## src/rtl/div_unit.sv

```systemverilog
// div_unit: iterative RV32M DIV/DIVU/REM/REMU unit writing back through a register file port.
//   clk, rst          rising-edge clock, synchronous active-high reset
//   start, op         request (sampled in IDLE) and operation: 00 DIV, 01 DIVU, 10 REM, 11 REMU
//   rs1_val, rs2_val  dividend and divisor from the register file read ports
//   rd_addr           destination register index
//   busy, done        busy from accept through DONE; one-cycle completion pulse
//   we, wa, wd        register file write port (we suppressed for x0)
module div_unit #(
    parameter int XLEN = 32
) (
    input  logic            clk,
    input  logic            rst,
    input  logic            start,
    input  logic [1:0]      op,
    input  logic [XLEN-1:0] rs1_val,
    input  logic [XLEN-1:0] rs2_val,
    input  logic [4:0]      rd_addr,
    output logic            busy,
    output logic            done,
    output logic            we,
    output logic [4:0]      wa,
    output logic [XLEN-1:0] wd
);
    typedef enum logic [1:0] {IDLE, CALC, DONE} state_t;
    state_t state, state_nx;
    logic [XLEN:0]   rem, rem_nx;
    logic [XLEN-1:0] quo, quo_nx, dvs, abs_a, abs_b, sp_q, sp_r, q_fin, r_fin;
    logic [XLEN+1:0] shifted, diff;
    logic [5:0]      cnt;
    logic            is_rem, neg_q, neg_r, sgn, ovf, special, last;
    always_comb begin
        sgn     = !op[0];
        abs_a   = sgn && rs1_val[XLEN-1] ? -rs1_val : rs1_val;
        abs_b   = sgn && rs2_val[XLEN-1] ? -rs2_val : rs2_val;
        ovf     = sgn && rs1_val == {1'b1, {(XLEN-1){1'b0}}} && rs2_val == '1;
        special = rs2_val == '0 || ovf;
        sp_q    = ovf ? {1'b1, {(XLEN-1){1'b0}}} : '1;
        sp_r    = ovf ? '0 : rs1_val;
        // Shift the next dividend bit into the partial remainder and trial-subtract.
        shifted = {rem, quo[XLEN-1]};
        diff    = shifted - {2'b0, dvs};
        rem_nx  = diff[XLEN+1] ? shifted[XLEN:0] : diff[XLEN:0];
        quo_nx  = {quo[XLEN-2:0], ~diff[XLEN+1]};
        q_fin   = neg_q ? -quo_nx : quo_nx;
        r_fin   = neg_r ? -rem_nx[XLEN-1:0] : rem_nx[XLEN-1:0];
        last    = cnt == 6'(XLEN-1);
    end
    always_comb begin
        state_nx = state;
        case (state)
            IDLE:    state_nx = start ? (special ? DONE : CALC) : IDLE;
            CALC:    state_nx = last ? DONE : CALC;
            default: state_nx = IDLE;
        endcase
    end
    always_ff @(posedge clk) state <= rst ? IDLE : state_nx;
    assign busy = state != IDLE;
    always_ff @(posedge clk) begin
        if (rst) begin
            done   <= 1'b0;
            we     <= 1'b0;
            wa     <= '0;
            wd     <= '0;
            cnt    <= '0;
            rem    <= '0;
            quo    <= '0;
            dvs    <= '0;
            is_rem <= 1'b0;
            neg_q  <= 1'b0;
            neg_r  <= 1'b0;
        end else begin
            done <= 1'b0;
            we   <= 1'b0;
            if (state == IDLE && start) begin
                wa     <= rd_addr;
                is_rem <= op[1];
                neg_q  <= sgn && (rs1_val[XLEN-1] ^ rs2_val[XLEN-1]);
                neg_r  <= sgn && rs1_val[XLEN-1];
                rem    <= '0;
                quo    <= abs_a;
                dvs    <= abs_b;
                cnt    <= '0;
                if (special) begin
                    done <= 1'b1;
                    we   <= rd_addr != 5'd0;
                    wd   <= op[1] ? sp_r : sp_q;
                end
            end else if (state == CALC) begin
                rem <= rem_nx;
                quo <= quo_nx;
                cnt <= cnt + 6'd1;
                if (last) begin
                    done <= 1'b1;
                    we   <= wa != 5'd0;
                    wd   <= is_rem ? r_fin : q_fin;
                end
            end
        end
    end
endmodule

```

## config.mk

```make
export PLATFORM = sky130hd
export DESIGN_NAME = div_unit
export DESIGN_NICKNAME = d
export VERILOG_FILES = /design/src/rtl/div_unit.sv
export SDC_FILE = /design/constraint.sdc
export NUM_CORES = 1
export LEC_CHECK = 0
export CAP_MARGIN = 20
export CORE_MARGIN = 2
export CORE_UTILIZATION = 50
export CTS_BUF_LIST = sky130_fd_sc_hd__clkbuf_2 sky130_fd_sc_hd__clkbuf_4 sky130_fd_sc_hd__clkbuf_8
export DETAILED_ROUTE_END_ITERATION = 16
export DONT_BUFFER_PORTS = 1
export PLACE_DENSITY = 0.66
export SYNTH_ARGS = -nofsm -noshare
export SYNTH_HDL_FRONTEND = slang
export SYNTH_SLANG_ARGS = --single-unit
```

## constraint.sdc

```tcl
create_clock -name clk -period 9.55 [get_ports clk]
set_clock_uncertainty 0.2 [all_clocks]
set_input_delay 0.955 -clock clk [delete_from_list [all_inputs] [get_ports clk]]
set_output_delay 0.955 -clock clk [all_outputs]
set_load 0.02 [all_outputs]
```

# Word level (Yosys, flattened, before mapping)
# Index checks and enable logic that the tools add are counted.
dict set report totals {
  memories 0
  register_bits 147
  in_bits 74
  mem_bits_ro 0
  output_inout_bits 40
  word_cells 69
  latch_bits 0
  ramBits 0
}
dict set report op_classes {
  eq_ne 5
  muxes 27
  reduce_logical 17
  bitwise_logic 2
  n_lt_le_gt_ge 0
  multipliers 0
  n_addsub 6
  div 0
  n_shift 0
}
# operator count
set op_table {}
lappend op_table {{2-to-1 mux 32 bit} 13}
lappend op_table {{negator 32 bit} 4}
lappend op_table {{equality test 32 bit (second input constant)} 2}
lappend op_table {{subtractor 34 x 32 -> 34 bit} 1}
lappend op_table {{2-to-1 mux 33 bit} 1}
lappend op_table {{logical NOT 32 bit} 1}
lappend op_table {{2-to-1 mux 31 bit} 1}
lappend op_table {{nonzero test 5 bit} 2}
lappend op_table {{2-to-1 mux 1 bit} 8}
lappend op_table {{adder 6 x 1 -> 6 bit (second input constant)} 1}
lappend op_table {{equality test 6 x 5 -> 1 bit (second input constant)} 1}
lappend op_table {{logical AND 1 bit} 6}
lappend op_table {{2-to-1 mux 2 bit} 3}
lappend op_table {{nonzero test 2 bit} 3}
lappend op_table {{one-hot mux 2 bit (2 select lines)} 1}
lappend op_table {{AND reduction 3 bit} 1}
lappend op_table {{equality test 2 x 1 -> 1 bit (second input constant)} 1}
lappend op_table {{logical NOT 2 bit} 1}
lappend op_table {{!= test 2 bit (second input constant)} 1}
lappend op_table {{OR reduction 2 bit} 1}
lappend op_table {{logical NOT 1 bit} 1}
lappend op_table {{logical OR 1 bit} 1}
lappend op_table {{NOT 1 bit} 1}
lappend op_table {{bitwise XOR 1 bit} 1}

# Longest topological paths before layout
dict set report depth {
  depth_word 8
  ltp_mapped 25
  ltp_nobuf 22
}

# Worst setup path before layout
# No wires, ideal clock.
dict set report synth_timing {
  path_type {reg-to-reg}
  from {reg dvs[20]}
  to {reg wd[24]}
  arrival_ps 5310
  synth_period_minus_slack_ps 5642
  n_path_buf 2
  setup_time_ps 132
  t_required_ps 9218
  slack_ps 3908
  stages_incl_launch_ff 25
  path_cell_list {dfxtp_1 -> inv_1 -> ha_1 -> a21o_1 -> o21bai_1 -> a311oi_2 -> o221a_2 -> o21ai_0 -> nor3_2 -> nor2_2 -> inv_2 -> buf_2 -> buf_1 -> nor2_1 -> a21oi_1 -> ha_1 -> nand2_1 -> nor3_1 -> nor3b_1 -> o2111ai_1 -> and2_1 -> or4_4 -> or3_1 -> a41oi_1 -> nor3_1}
}
dict set report synth_via {
  elab_chain_len 8
  elab_cells_between_ends 11
  cone_classes {3 x add/sub; 7 x mux; 1 x bitwise}
}
# item line
set synth_rtl {}
lappend synth_rtl {{from (decl)} 27} ;# logic [XLEN-1:0] quo, quo_nx, dvs, abs_a, abs_b, sp_q, sp_r, q_fin, r_fin;
lappend synth_rtl {{from (signal assigned)} 81} ;# dvs <= abs_b;
lappend synth_rtl {{subtractor 34 x 32 -> 34 bit (*)} 41} ;# diff = shifted - {2'b0, dvs};
lappend synth_rtl {{2-to-1 mux 33 bit or NOT 1 bit (tied branches)} {42, 43}}
lappend synth_rtl {{negator 32 bit, on equally long branches} {45, 44}}
lappend synth_rtl {{2-to-1 mux 32 bit, on equally long branches} {45, 44}}
lappend synth_rtl {{2-to-1 mux 32 bit (*)} 95} ;# wd <= is_rem ? r_fin : q_fin;
lappend synth_rtl {{2-to-1 mux 32 bit (*)} 92} ;# if (last) begin
lappend synth_rtl {{2-to-1 mux 32 bit (*)} 88} ;# end else if (state == CALC) begin
lappend synth_rtl {{2-to-1 mux 32 bit (*)} 74} ;# if (state == IDLE && start) begin
lappend synth_rtl {{to (signal assigned)} 86} ;# wd <= op[1] ? sp_r : sp_q;
lappend synth_rtl {{to (signal assigned)} 95}
lappend synth_rtl {{to (decl)} 22} ;# output logic [XLEN-1:0] wd
# Mark *: on every way between the ends. The rest lies on a longest branch, timed or not. The select of a mux whose other input is x is not followed.
# A chain may end at the register's enable or synchronous reset.

# Final worst setup path
dict set report layout_timing {
  from {reg rem[2]}
  to {reg wd[24]}
}
dict set report layout_via {
  elab_chain_len 8
  elab_cells_between_ends 11
  cone_classes {3 x add/sub; 7 x mux; 1 x bitwise}
}
# item line
set layout_rtl {}
lappend layout_rtl {{from (decl)} 26} ;# logic [XLEN:0] rem, rem_nx;
lappend layout_rtl {{from (signal assigned)} 89} ;# rem <= rem_nx;
lappend layout_rtl {{subtractor 34 x 32 -> 34 bit} 41}
lappend layout_rtl {{2-to-1 mux 33 bit or NOT 1 bit (tied branches)} {42, 43}}
lappend layout_rtl {{negator 32 bit, on equally long branches} {45, 44}}
lappend layout_rtl {{2-to-1 mux 32 bit, on equally long branches} {45, 44}}
lappend layout_rtl {{2-to-1 mux 32 bit (*)} 95}
lappend layout_rtl {{2-to-1 mux 32 bit (*)} 92}
lappend layout_rtl {{2-to-1 mux 32 bit (*)} 88}
lappend layout_rtl {{2-to-1 mux 32 bit (*)} 74}
# Marks and branches as above.

==> impl_metrics.env <==
export IMPL_run_status="finished clean"
export IMPL_layout_core_utilization=0.533
export IMPL_synth_area_leaders="sky130_fd_sc_hd__dfxtp_1, sky130_fd_sc_hd__nor2_1, sky130_fd_sc_hd__xnor2_1, sky130_fd_sc_hd__a21oi_1, sky130_fd_sc_hd__nand2_1"
export IMPL_grt_first_pass_wirelength_microns=59000
export IMPL_post_synthesis_to_final_layout_area_growth_pct=5.02
export IMPL_place_congestion=0.927
export IMPL_synth_top_area_frac=0.257
export IMPL_via_count=11600
export IMPL_top_usage_layer="met2"
export IMPL_grt_antenna_before_repair=0
export IMPL_reg2reg_path_depth=21
export IMPL_use_met3=0.0621
export IMPL_critical_path_endpoint_type="register"
export IMPL_drc_errors=0
export IMPL_clock_sinks=147
export IMPL_cts_root_buf="sky130_fd_sc_hd__clkbuf_8"
export IMPL_drt_antenna_violating_nets=0
export IMPL_period_share=0.696
export IMPL_rrSetupSlack_ps=2910
export IMPL_avg_synthesized_cell_area_sq_um=7.37
export IMPL_synth_nets=1667
export IMPL_worstSetupEndpoint="wd[24]"
export IMPL_cts_path_max_buffers=2
export IMPL_p_leak_nw=4.26
export IMPL_htree_num_levels=4
export IMPL_synth_edff_count=0
export IMPL_antennaDiodeCount=0
export IMPL_drive_gt1_frac=0.0559
export IMPL_fin_hold_ws_ps=250
export IMPL_detail_route_iter0_violations=1127
export IMPL_crit_required_ps=9720
export IMPL_fillers=2244
export IMPL_grt_met1_usage=0.428
export IMPL_cts_clk_slew_worst_paths_ps=100
export IMPL_max_freq_ghz=0.151
export IMPL_final_instance_area_sq_mm=0.0120
export IMPL_totalNegativeSetupSlack_ps=0
export IMPL_post_synth_top_flop="sky130_fd_sc_hd__dfxtp_1"
export IMPL_timing_critical_path_fanout_max=37
export IMPL_instances_no_fill=1788
export IMPL_worst_r2r_endpoint="wd[24]"
export IMPL_hpwl_microns=28000
export IMPL_worstSetupStartpoint="rem[2]"
export IMPL_grt_overflow=0
export IMPL_dieArea_sq_mm=0.0241
export IMPL_synth_seq_cells=147
export IMPL_dpl_instance_area_sq_mm=0.0116
export IMPL_core_area_sq_mm=0.0226
export IMPL_detail_route_wirelength_microns=37300
export IMPL_core_rowCount=55
export IMPL_async_flop_share=0
export IMPL_grt_start_max_net_pins=111
export IMPL_max_cap_violations=0
export IMPL_die_width_microns=155
export IMPL_post_cts_repair_setup_buffers=0
export IMPL_placement_io_buffers=0
export IMPL_cp_arrival_ps=6810
export IMPL_critical_path_startpoint_type="register"
export IMPL_met2_usage=0.480
export IMPL_yosys_cell_count_top_type="sky130_fd_sc_hd__nor2_1"
export IMPL_post_route_min_period_ps=6640
export IMPL_die_y_microns=155
export IMPL_crit_type="reg2reg"
export IMPL_number_of_search_and_repair_iterations_in_the_first_detailed_routing_pass=6
export IMPL_unique_masters_post_synth=86
export IMPL_synth_commonest_cells="sky130_fd_sc_hd__nor2_1, sky130_fd_sc_hd__dfxtp_1, sky130_fd_sc_hd__nand2_1"
export IMPL_rsz0062_at_grt="no"
export IMPL_finalSetupViolations=0
export IMPL_clk_insertion_delay_late_ps=480
export IMPL_number_of_buffers_added_by_the_clock_tree_synthesis_step=17
export IMPL_seq_area_frac_synth=0.257
export IMPL_initial_core_util=0.507
export IMPL_cts_tree="built"
export IMPL_hp_start="dvs[31]"
export IMPL_regToRegStartpoint="rem[2]"
export IMPL_post_cts_resize_count=0
export IMPL_cts_hold_buffers_added=0
export IMPL_power_density_mw_per_mm2=182
export IMPL_grt_util_all_layers=0.309
export IMPL_timing_final_max_slew_violations=0
export IMPL_design_portCount=114
export IMPL_layout_nets=1603
export IMPL_post_synth_inst_count=1554
export IMPL_netlist_area_sq_mm=0.0115
export IMPL_report_final_hold_viol_count=0
export IMPL_timing_max_slew_rel_slack=0.259
export IMPL_timing_hold_worst_class="reg2reg"
export IMPL_routed_via_density=6.48
export IMPL_routedWlPerCell_microns=20.9
export IMPL_placedCellCount=1755
export IMPL_warning_count_from_the_yosys_run=0
export IMPL_power_ir_vdd_worst_mv=0.123
export IMPL_first_global_vias=10800
export IMPL_timing_worst_slew_pin_value_ps=1100
export IMPL_synth_largest_area_cell="sky130_fd_sc_hd__dfxtp_1"
state kept, by name (all words and copies together), names as in the netlist:
name / flops
wa: 5
dvs: 32
done: 1
cnt: 6
neg_r: 1
is_rem: 1
rem: 33
neg_q: 1
quo: 32
we: 1
wd: 32
state: 2
area by class of cell:
type / instances / area, sq um / area share
inverters: 60 / 225 / 0.0187
clock buffers: 18 / 241 / 0.0201
clock inverters: 14 / 214 / 0.0178
repair buffers: 16 / 128 / 0.0106
flip-flops and latches: 147 / 2940 / 0.245
well taps: 285 / 357 / 0.0296
multi-input cells: 1248 / 7920 / 0.659
metal layers:
layer | routed length (microns) | part of all wire
met5 | 0 | 0
met4 | 1240 | 0.033
met2 | 16600 | 0.44
met3 | 2800 | 0.075
met1 | 16700 | 0.45
cells in the final DEF (no fill, tap or decap), types with 5 or more instances in the layout:
cell / instances
sky130_fd_sc_hd__a211oi_1: 66
sky130_fd_sc_hd__a21o_1: 15
sky130_fd_sc_hd__a21oi_1: 129
sky130_fd_sc_hd__a22oi_1: 31
sky130_fd_sc_hd__a311oi_1: 18
sky130_fd_sc_hd__a31oi_1: 9
sky130_fd_sc_hd__and2_1: 10
sky130_fd_sc_hd__and3_1: 13
sky130_fd_sc_hd__buf_4: 15
sky130_fd_sc_hd__clkbuf_8: 17
sky130_fd_sc_hd__dfxtp_1: 147
sky130_fd_sc_hd__ha_1: 38
sky130_fd_sc_hd__inv_1: 58
sky130_fd_sc_hd__inv_6: 5
sky130_fd_sc_hd__mux2_2: 8
sky130_fd_sc_hd__mux2i_1: 20
sky130_fd_sc_hd__nand2_1: 147
sky130_fd_sc_hd__nand2b_1: 9
sky130_fd_sc_hd__nand3_1: 19
sky130_fd_sc_hd__nand4_1: 17
sky130_fd_sc_hd__nor2_1: 193
sky130_fd_sc_hd__nor2b_1: 7
sky130_fd_sc_hd__nor3_1: 48
sky130_fd_sc_hd__nor4_1: 22
sky130_fd_sc_hd__o2111ai_1: 7
sky130_fd_sc_hd__o211ai_1: 19
sky130_fd_sc_hd__o21a_1: 13
sky130_fd_sc_hd__o21ai_0: 91
sky130_fd_sc_hd__o21bai_1: 6
sky130_fd_sc_hd__o31ai_1: 26
sky130_fd_sc_hd__o41ai_1: 16
sky130_fd_sc_hd__or3_1: 14
sky130_fd_sc_hd__or4_1: 18
sky130_fd_sc_hd__xnor2_1: 77
sky130_fd_sc_hd__xor2_1: 59
worst min path at each step:
stage               to  slack, ps  cells past startpoint
5_1_grt        dvs[31]        280                      2
2_1_floorplan  dvs[31]        230                      2
3_3_place_gp   dvs[31]        240                      2
4_1_cts        dvs[31]        250                      2
3_5_place_dp   dvs[31]        240                      2
6_report       dvs[31]        250                      2
power breakdown:
group / switching (mW) / internal, mW
Combinational: 0.588 / 0.323
Sequential: 0.0436 / 0.649
Clock: 0.289 / 0.298
cells by family (layout without fill, tap and decap cells):
| kind of cell | after synthesis | count (layout) | synth area share |
|---|---|---|---|
| simple gates | 543 | 543 | 0.222 |
| flops | 147 | 147 | 0.257 |
| buf+inv | 159 | 108 | 0.0530 |
| compound gates | 501 | 501 | 0.294 |
| fa+ha+maj | 39 | 39 | 0.0433 |
| mux | 29 | 29 | 0.0273 |
| xor+xnor | 136 | 136 | 0.104 |
metrics by stage:
| stage | worst slack, ps | power, mW |
|---|---|---|
| 3_5_place_dp | 3050 | 1.59 |
| 5_1_grt | 2410 | 2.31 |
| 2_1_floorplan | 3910 | 1.37 |
| 4_1_cts | 3030 | 2.18 |
| 3_3_place_gp | 3250 | 1.59 |
| 6_report | 2910 | 2.19 |
worst max-delay path: stages, from the launching register on:
cell and delay, ps:
sky130_fd_sc_hd__dfxtp_1 420, sky130_fd_sc_hd__ha_1 430, sky130_fd_sc_hd__nand2_1 90, sky130_fd_sc_hd__a211oi_2 340, sky130_fd_sc_hd__o211ai_1 220, sky130_fd_sc_hd__a211oi_2 560
sky130_fd_sc_hd__o211ai_1 210, sky130_fd_sc_hd__a21oi_2 750, sky130_fd_sc_hd__nor2_4 70, sky130_fd_sc_hd__inv_2 520, sky130_fd_sc_hd__nor2_1 90, sky130_fd_sc_hd__a21oi_1 230
sky130_fd_sc_hd__ha_1 240, sky130_fd_sc_hd__nand2_1 60, sky130_fd_sc_hd__nor3_1 180, sky130_fd_sc_hd__nor3b_1 210, sky130_fd_sc_hd__o2111ai_1 180, sky130_fd_sc_hd__and2_1 290
sky130_fd_sc_hd__or4_4 600, sky130_fd_sc_hd__or3_1 360, sky130_fd_sc_hd__a41oi_1 210, sky130_fd_sc_hd__nor3_1 70
Note: power is estimated with default switching activity, not from simulation.
